`src/rtl/scan_chain_sequencer.sv`:
```
// Refresh sequencer for the shared TT02 user-design scan chain: capture, shift, latch, publish.
// Optional `define SCAN_SLOW_CLK_EN adds set_clk_div/slow_clk, a clock that toggles every (div+1) rounds.
module scan_chain_sequencer #(
    parameter int NUM_DESIGNS  = 250,
    parameter int LATCH_CYCLES = 2
) (
    input  logic       clk,
    input  logic       reset_n,
    input  logic       run,
    input  logic [8:0] sel,
    input  logic [7:0] io_in,
    output logic [7:0] io_out,
    output logic       ready,
    output logic       scan_clk,
    output logic       scan_data_out,
    input  logic       scan_data_in,
    output logic       scan_select,
    output logic       scan_latch_en
`ifdef SCAN_SLOW_CLK_EN
    ,
    input  logic       set_clk_div,
    output logic       slow_clk
`endif
);

    localparam int TOTAL = NUM_DESIGNS * 8;
    localparam int KW    = $clog2(TOTAL + 1);
    localparam int LW    = $clog2(LATCH_CYCLES + 1);

    typedef enum logic [2:0] {
        IDLE    = 3'd0,
        CAPTURE = 3'd1,
        SHIFT   = 3'd2,
        LATCH   = 3'd3,
        DONE    = 3'd4
    } state_t;

    // Shift step k touches chain position TOTAL-1-k; returns {hit, bit index} for slot s.
    function automatic logic [3:0] slot_bit(input logic [KW-1:0] k, input logic [8:0] s);
        logic [31:0] pos;
        pos = 32'(TOTAL - 1) - 32'(k);
        return {(pos[31:3] == {20'd0, s}), pos[2:0]};
    endfunction

    state_t          state_r, state_s;
    logic            phase_r, phase_s;
    logic [KW-1:0]   k_r, k_s;
    logic [LW-1:0]   lcnt_r, lcnt_s;
    logic            load_s;
    logic [8:0]      sel_q_r;
    logic [7:0]      in_q_r;
    logic [7:0]      out_q_r;
    logic [3:0]      drive_s;
    logic [3:0]      sample_s;
    logic            sdo_s;
    logic            sel_ok_s;

    // Next-state sequencing of the round.
    always_comb begin
        state_s = state_r;
        phase_s = phase_r;
        k_s     = k_r;
        lcnt_s  = lcnt_r;
        load_s  = 1'b0;
        case (state_r)
            IDLE: begin
                if (run) begin
                    state_s = CAPTURE;
                    phase_s = 1'b0;
                    load_s  = 1'b1;
                end else begin
                    state_s = IDLE;
                end
            end
            CAPTURE: begin
                if (!phase_r) begin
                    phase_s = 1'b1;
                end else begin
                    state_s = SHIFT;
                    phase_s = 1'b0;
                    k_s     = {KW{1'b0}};
                end
            end
            SHIFT: begin
                if (!phase_r) begin
                    phase_s = 1'b1;
                end else if (k_r == KW'(TOTAL - 1)) begin
                    state_s = LATCH;
                    phase_s = 1'b0;
                    lcnt_s  = {LW{1'b0}};
                end else begin
                    k_s     = k_r + KW'(1);
                    phase_s = 1'b0;
                end
            end
            LATCH: begin
                if (lcnt_r == LW'(LATCH_CYCLES)) begin
                    state_s = DONE;
                end else begin
                    lcnt_s = lcnt_r + LW'(1);
                end
            end
            DONE: begin
                if (run) begin
                    state_s = CAPTURE;
                    phase_s = 1'b0;
                    load_s  = 1'b1;
                end else begin
                    state_s = IDLE;
                end
            end
            default: begin
                state_s = IDLE;
                phase_s = 1'b0;
            end
        endcase
    end

    // Chain-side decode: bit driven next cycle and bit sampled this cycle.
    always_comb begin
        drive_s  = slot_bit(k_s, sel_q_r);
        sample_s = slot_bit(k_r, sel_q_r);
        sel_ok_s = ({23'd0, sel_q_r} < 32'(NUM_DESIGNS));
        if ((state_s == SHIFT) && drive_s[3]) begin
            sdo_s = in_q_r[drive_s[2:0]];
        end else begin
            sdo_s = 1'b0;
        end
    end

    // Sequencer state and per-round operand registers.
    always_ff @(posedge clk or negedge reset_n) begin
        if (!reset_n) begin
            state_r <= IDLE;
            phase_r <= 1'b0;
            k_r     <= {KW{1'b0}};
            lcnt_r  <= {LW{1'b0}};
            sel_q_r <= 9'd0;
            in_q_r  <= 8'd0;
            out_q_r <= 8'd0;
        end else begin
            state_r <= state_s;
            phase_r <= phase_s;
            k_r     <= k_s;
            lcnt_r  <= lcnt_s;
            if (load_s) begin
                sel_q_r <= sel;
                in_q_r  <= io_in;
            end
            if ((state_r == SHIFT) && !phase_r && sample_s[3]) begin
                out_q_r[sample_s[2:0]] <= scan_data_in;
            end
        end
    end

    // Chain pins and host outputs come straight from flops, decoded from the next state.
    always_ff @(posedge clk or negedge reset_n) begin
        if (!reset_n) begin
            io_out        <= 8'd0;
            ready         <= 1'b0;
            scan_clk      <= 1'b0;
            scan_data_out <= 1'b0;
            scan_select   <= 1'b0;
            scan_latch_en <= 1'b0;
        end else begin
            scan_select   <= (state_s == CAPTURE);
            scan_clk      <= ((state_s == CAPTURE) || (state_s == SHIFT)) && phase_s;
            scan_data_out <= sdo_s;
            scan_latch_en <= (state_s == LATCH) && (lcnt_s != {LW{1'b0}});
            ready         <= (state_s == DONE);
            if ((state_s == DONE) && sel_ok_s) begin
                io_out <= out_q_r;
            end
        end
    end

`ifdef SCAN_SLOW_CLK_EN
    logic [3:0] div_r;
    logic [3:0] rcnt_r;

    // Divided clock: toggles on the DONE cycle of every (div+1)-th completed round.
    always_ff @(posedge clk or negedge reset_n) begin
        if (!reset_n) begin
            div_r    <= 4'd0;
            rcnt_r   <= 4'd0;
            slow_clk <= 1'b0;
        end else begin
            if (load_s && set_clk_div) begin
                div_r <= io_in[3:0];
            end
            if (state_s == DONE) begin
                if (rcnt_r >= div_r) begin
                    rcnt_r   <= 4'd0;
                    slow_clk <= ~slow_clk;
                end else begin
                    rcnt_r <= rcnt_r + 4'd1;
                end
            end
        end
    end
`endif

endmodule
```
`config.mk`:
```
export PLATFORM = sky130hd
export DESIGN_NAME = scan_chain_sequencer
export DESIGN_NICKNAME = d
export VERILOG_FILES = /design/src/rtl/scan_chain_sequencer.sv
export SDC_FILE = /design/constraint.sdc
export NUM_CORES = 1
export LEC_CHECK = 0
export BUFFER_PORTS_ARGS = -buffer_cell sky130_fd_sc_hd__buf_4
export CELL_PAD_IN_SITES_DETAIL_PLACEMENT = 0
export CELL_PAD_IN_SITES_GLOBAL_PLACEMENT = 1
export CORE_MARGIN = 2
export CORE_UTILIZATION = 25
export CTS_CLUSTER_DIAMETER = 200
export CTS_CLUSTER_SIZE = 40
export DETAILED_ROUTE_END_ITERATION = 6
export PLACE_DENSITY = 0.55
export SYNTH_ARGS = -nofsm -noshare
export SYNTH_HDL_FRONTEND = slang
export SYNTH_SLANG_ARGS = --single-unit
```
`constraint.sdc`:
```
create_clock -name clk -period 5.7 [get_ports clk]
set_clock_uncertainty 0.15 [all_clocks]
set_input_delay 0.285 -clock clk [delete_from_list [all_inputs] [get_ports clk]]
set_output_delay 0.285 -clock clk [all_outputs]
set_load 0.02 [all_outputs]
```
**Word level (Yosys, flattened, before mapping)**

Cells that the tools add are included.

- Memory bits (read-only): 0
- Bits of input ports: 21
- Output and inout port bits: 13
- Bits in writable memories: 0
- Register bits: 55
- Latch bits: 0
- Memories: 0

- $mul: 0
- Bitwise gates (word level): 0
- $add $sub $neg: 4
- Magnitude comparators: 4
- Div/mod/pow operators: 0
- Shift-type cells: 0
- Muxes and demuxes: 25
- Reductions and logical operators: 13
- Eq/ne operators: 12

Operators with widths:

| kind | number |
|---|---|
| $eq 29x9->1 | 2 |
| $mux 11 | 3 |
| $sub 11x11->12 const A | 2 |
| $pmux 11 s2 | 1 |
| $eq 3x2->1 const B | 4 |
| $mux 3 | 4 |
| $pmux 3 s4 | 1 |
| $add 11x1->11 const B | 1 |
| $eq 11x11->1 const B | 1 |
| $lt 9x8->1 const B | 1 |
| $bwmux 8 | 1 |
| $lt 3x4->1 const B | 2 |
| $mux 1 | 8 |
| $logic_and 1x1->1 | 7 |
| $eq 3x1->1 const B | 2 |
| $eq 3x3->1 const B | 2 |
| $mux 2 | 3 |
| $pmux 2 s2 | 1 |
| $reduce_or 2->1 | 2 |
| $bmux 1 s3 | 1 |
| $demux 1 s3 | 1 |
| $ge 3x1->1 const B | 1 |
| $logic_not 3->1 | 1 |
| $pmux 1 s3 | 1 |
| other kinds (5) | 5 |

**Depth between registers and ports, before layout**

- Word-level depth: 8
- Depth in mapped cells: 14
- Gate-level depth less buffers: 13

**Least setup slack after synthesis**

OpenSTA, ideal clock, no wires.

- Path kind: reg2reg
- From: register k_r[4]
- To: register scan_data_out
- Arrival: 2,824 ps
- Data required time: 5,439 ps
- Path slack: 2,615 ps
- Buffers on the path: 1
- Stages on the path, launching flop included: 15
- Path through: dfrtp_1 -> buf_6 -> inv_1 -> ha_1 -> nand4_1 -> or3_1 -> a32oi_2 -> and2_1 -> ha_1 -> xor2_1 -> nor2_1 -> nand2_1 -> nor3_1 -> nand3_1 -> a2111oi_2

- Word-level cells in the longest chain between the ends: 8
- Elaborated cells on any way between the ends: 16
- Classes of those cells: add/sub (2); eq/ne (3); mux (10); reduce/logical (1)

Ends and longest elaborated chain:

| item | RTL line | source |
|---|---|---|
| from (decl) | 47 | `logic [KW-1:0] k_r, k_s;` |
| from (signal assigned) | 136 | `k_r <= {KW{1'b0}};` |
| from (signal assigned) | 144 | `k_r <= k_s;` |
| $add 11x1->11 / $eq 11x11->1 (equally long branches) | 92, 87 |  |
| $mux 11 | 87 | `end else if (k_r == KW'(TOTAL - 1)) begin` |
| $mux 11 | 85 | `if (!phase_r) begin` |
| $pmux 11 s2 | 65 | `case (state_r)` |
| $sub 11x11->12 | 41 | `pos = 32'(TOTAL - 1) - 32'(k);` |
| $eq 29x9->1 / $bmux 1 s3 (equally long branches) | 42, 125 |  |
| $logic_and 1x1->1 / $mux 1 (equally long branches) | 124, 125 |  |
| $mux 1 (*) | 124 | `if ((state_s == SHIFT) && drive_s[3]) begin` |
| via sdo_s | 55 | `logic sdo_s;` |
| to (signal assigned) | 168 | `scan_data_out <= sdo_s;` |
| to (decl) | 15 | `output logic scan_data_out,` |

Mark *: on every way through the listed nets, which the timed path passes. The rest lies on a longest branch. The select of a mux whose other input is x is not followed.
A chain may end at the register's enable or synchronous reset.

**Worst setup path in the final report**

- From: register state_r[0]
- To: register scan_data_out

- Word-level cells in the longest chain between the ends: 6
- Elaborated cells on any way between the ends: 19
- Classes of those cells: add/sub (1); eq/ne (6); mux (9); reduce/logical (3)

Ends and longest elaborated chain:

| item | RTL line | source |
|---|---|---|
| from (decl) | 45 | `state_t state_r, state_s;` |
| from (signal assigned) | 142 | `state_r <= state_s;` |
| $eq 3x2->1, or another cell as far along | 65 |  |
| $pmux 11 s2, or another cell as far along | 65 |  |
| $sub 11x11->12 / $pmux 3 s4 (equally long branches) | 41, 65 |  |
| $bmux 1 s3, or another cell as far along | 125 | `sdo_s = in_q_r[drive_s[2:0]];` |
| $mux 1 (not written as such) / $logic_and 1x1->1 (equally long branches) | 125, 124 |  |
| $mux 1 (*) | 124 |  |
| via sdo_s | 55 |  |

Marks and branches as above.

==> Implementation_results.wiki <==
{| class="wikitable"
! Metric !! Value
|-
| GR Overflow Total || 0
|-
| Pwr/cell area || 200.4 nW/um^2
|-
| Setup Crit Path Kind || reg -> reg
|-
| Netlist area before placement || 3249 sq um
|-
| Starting DRT DRC Count || 187
|-
| Top cells by instance count after synthesis || sky130_fd_sc_hd__dfrtp_1, sky130_fd_sc_hd__mux2_2, sky130_fd_sc_hd__nor2_1
|-
| Instance count on the critical path || 11
|-
| Leading area contributor after synthesis || sky130_fd_sc_hd__dfrtp_1
|-
| Hold depth || 2
|-
| Synth top area share || 42.36%
|-
| Final-report max-slew violation count || 0
|-
| Number of instances resized during post-cts repair || 0
|-
| Register clock-pin slew on the reported worst setup and hold paths || 0.07 ns
|-
| Number of antenna violations at the first check in global routing || 0
|-
| Half-perimeter wire length after detailed placement || 5.607 mm
|-
| Layout overhead on the synthesized area || 16.52%
|-
| Setup-failing EPs final || 0
|-
| Wire length of the first global-routing pass || 12.61 mm
|-
| Final weighted congestion in routability-driven placement || 0.8348
|-
| Final hold viol count || 0
|-
| Worst Max-Slew Pin Slew || 0.8869 ns
|-
| Vias in the first global route || 2334
|-
| Peak supply drop || 101.5 uV
|-
| Iteration count of the initial detailed-routing pass || 4
|-
| Dominant delay contributor by cell family on the critical path || simple AND/OR/NAND/NOR gates
|-
| Number of diodes || 0
|-
| Ys Warns || 0
|-
| Number of port buffers || 33
|-
| Die Span X || 118.0 um
|-
| Total I/O pin count || 34
|-
| CP endpoint kind || flop
|-
| Synthesized flop and latch total || 55
|-
| Run status || completed
|-
| Number of rows in the core area || 41
|-
| Final-layout setup total negative slack || 0 ns
|-
| Die Y || 118.0 um
|-
| Crit path time final || 3.664 ns
|-
| Core area || 12670 sq um
|-
| Worst Path Buf+Inv || 0
|-
| Count of flip-flops with a built-in enable after synthesis || 0
|-
| Total power consumption of the routed design || 758.6 uW
|-
| Standby leakage power || 0.001581 uW
|-
| Via-to-Cell Ratio || 4.742
|-
| Critical path, cell by cell || nor3b_2 -> nor2_1 -> a32oi_2 -> and2_1 -> ha_1 -> xor2_1 -> nor2_1 -> nand2_1 -> nor3_1 -> nand3_1 -> a2111oi_2
|-
| Remaining antenna violation count || 0
|-
| Final #Nets || 354
|-
| Biggest cell delay along the critical path || 0.83 ns
|-
| Share of synthesized flip-flops with an asynchronous set or reset || 100.0%
|-
| Worst Reg2Reg Path Length in Cells || 11
|-
| Post-synthesis cell count || 303
|-
| Area of the die || 13930 sq um
|-
| Clock sink total || 55
|-
| Post-Place Cell Area || 3631 sq um
|-
| CP max stage cell || sky130_fd_sc_hd__nor3b_2
|-
| Slew headroom || 40.62%
|-
| Global router's overall resource usage || 11.31%
|-
| Critical Path Source Type || flop
|-
| Total Routed Length || 7.617 mm
|-
| Average instance area after synthesis || 10.72 sq um
|-
| Leading post-synthesis cells by cell area || sky130_fd_sc_hd__dfrtp_1, sky130_fd_sc_hd__mux2_2, sky130_fd_sc_hd__xnor2_1
|-
| Maximum clock frequency || 272.9 MHz
|-
| Clock tree from TritonCTS || built
|-
| Count of maximum capacitance violations || 0
|-
| Maximum number of pins on one net before global-route repair || 56
|-
| Count leader, synth || sky130_fd_sc_hd__dfrtp_1
|-
| Number of H-tree branching levels || 2
|-
| DP Worst Slack || 2.063 ns
|-
| Total nets after synthesis || 330
|-
| Critical Path AT || 3.71 ns
|-
| Clock Latency Late Sink || 0.30 ns
|-
| Routed vias || 2371
|-
| DRC violation count after routing || 0
|-
| Clock Tree Buf Depth || 2
|-
| Main flop type after synthesis || sky130_fd_sc_hd__dfrtp_1
|-
| WL per Instance || 15.23 um
|-
| Worst Path Required || 5.74 ns
|-
| Cell at the root of the clock tree || sky130_fd_sc_hd__clkbuf_16
|-
| Starting Density || 25.64%
|-
| Number of clock buffers inserted by TritonCTS || 5
|-
| Share of final-layout standard cells stronger than drive strength 1 || 27.13%
|-
| Total non-filler cell area in the finished layout || 3786 sq um
|-
| Period utilisation layout || 64.29%
|-
| Most numerous cell on the critical path || sky130_fd_sc_hd__nor2_1
|-
| Post-synthesis cell type count || 58
|-
| Critical path fanouts, max || 21
|-
| Type of the tightest min-delay check || in -> reg
|-
| Setup repair after global routing missed its margin || false
|-
| Setup slack of the critical path after layout || 2.036 ns
|-
| Sequential share of the synthesized area || 42.36%
|}
==> cells by family after synthesis <==
kind of cell / count (synthesis) / synth area share, %
flip-flops: 55 / 42.36
XOR/XNOR: 21 / 6.315
AO/OA/AOI/OAI: 50 / 11.94
buffers and inverters: 30 / 4.274
multiplexers: 42 / 14.21
adder cells (fa/ha/maj): 6 / 2.310
AND/OR/NAND/NOR: 99 / 18.60
==> layout by cell type, fill, tap and decap left out, drive strengths merged, types with 3 or more instances in the layout <==
cell and n:
dfrtp 55, buf 34, mux2 33, nor2 17, o21ai 16, nand2 15
xnor2 14, inv 13, nand3 11, a21oi 9, mux2i 9, nor3 9
nand4 7, and3 6, and2 6, xor2 6, ha 6, clkbuf 6
nor3b 6, a211oi 5, and4 4, nor2b 4, o211ai 4, a41oi 3
nor4 3, a2111oi 3
==> flip-flops by register name, indices dropped and copies added (netlist names) <==
name,count
scan_select,1
io_out,8
k_r,11
ready,1
state_r,3
out_q_r,8
in_q_r,8
scan_clk,1
sel_q_r,9
lcnt_r,2
phase_r,1
scan_data_out,1
scan_latch_en,1
==> final timing paths <==
kind                                   startpoint                       to  slack (ns)
min                                        sel[2]   sel_q_r[2]$_DFFE_PN0P_        0.06
min in group asynchronous                 reset_n    io_out[5]$_DFFE_PN0P_        0.43
min reg2reg                out_q_r[6]$_DFFE_PN0P_   out_q_r[6]$_DFFE_PN0P_        0.34
max reg2reg                  state_r[0]$_DFF_PN0_  scan_data_out$_DFF_PN0_        2.04
max in group asynchronous                 reset_n        k_r[10]$_DFF_PN0_        4.48
max                          state_r[0]$_DFF_PN0_  scan_data_out$_DFF_PN0_        2.04
==> per-layer routing <==
metal  vias up  track usage, %  wire length (um)
met1      1172           16.28              3769
met5         -               0                 0
met2        45           17.62              3507
li1       1150               -                 -
met3         4           1.938               276
met4         0           2.711                63
==> through the flow <==
step | util, % | hold WS (ns) | instances
after floorplan | - | -0.1606 | 303
after global placement | 28.66 | 0.2481 | 491
after detailed placement | 28.66 | 0.2439 | 491
after CTS | 29.88 | 0.05825 | 500
after global routing | 29.88 | 0.05377 | 500
final | 29.88 | 0.06421 | 500
==> power breakdown <==
part	switching, uW	internal [uW]
sequential	9.53	399
clock	145	165
combinational	17.7	22.3
total	172	586
==> area by class of cell <==
| type | instances | area (sq um) |
|---|---|---|
| inverters | 12 | 45.04 |
| well taps | 172 | 215.2 |
| fillers | 1344 | 8885 |
| clock buffers | 6 | 128.9 |
| multi-input cells | 218 | 1739 |
| flip-flops and latches | 55 | 1376 |
| repair buffers | 35 | 265.3 |
| clock inverters | 2 | 16.27 |
==> worst register-to-register path: stages, from the launching register on <==
cell	delay, ns
sky130_fd_sc_hd__dfrtp_1	0.63
sky130_fd_sc_hd__nor3b_2	0.83
sky130_fd_sc_hd__nor2_1	0.35
sky130_fd_sc_hd__a32oi_2	0.33
sky130_fd_sc_hd__and2_1	0.19
sky130_fd_sc_hd__ha_1	0.24
sky130_fd_sc_hd__xor2_1	0.15
sky130_fd_sc_hd__nor2_1	0.09
sky130_fd_sc_hd__nand2_1	0.06
sky130_fd_sc_hd__nor3_1	0.15
sky130_fd_sc_hd__nand3_1	0.12
sky130_fd_sc_hd__a2111oi_2	0.28
==> repair_timing <==
item                                   4_1_cts  5_1_grt
hold buffers                                 1        0
setup buffers                                0        0
endpoints found under the hold margin       55        0
(Power assumes the default switching activity.)
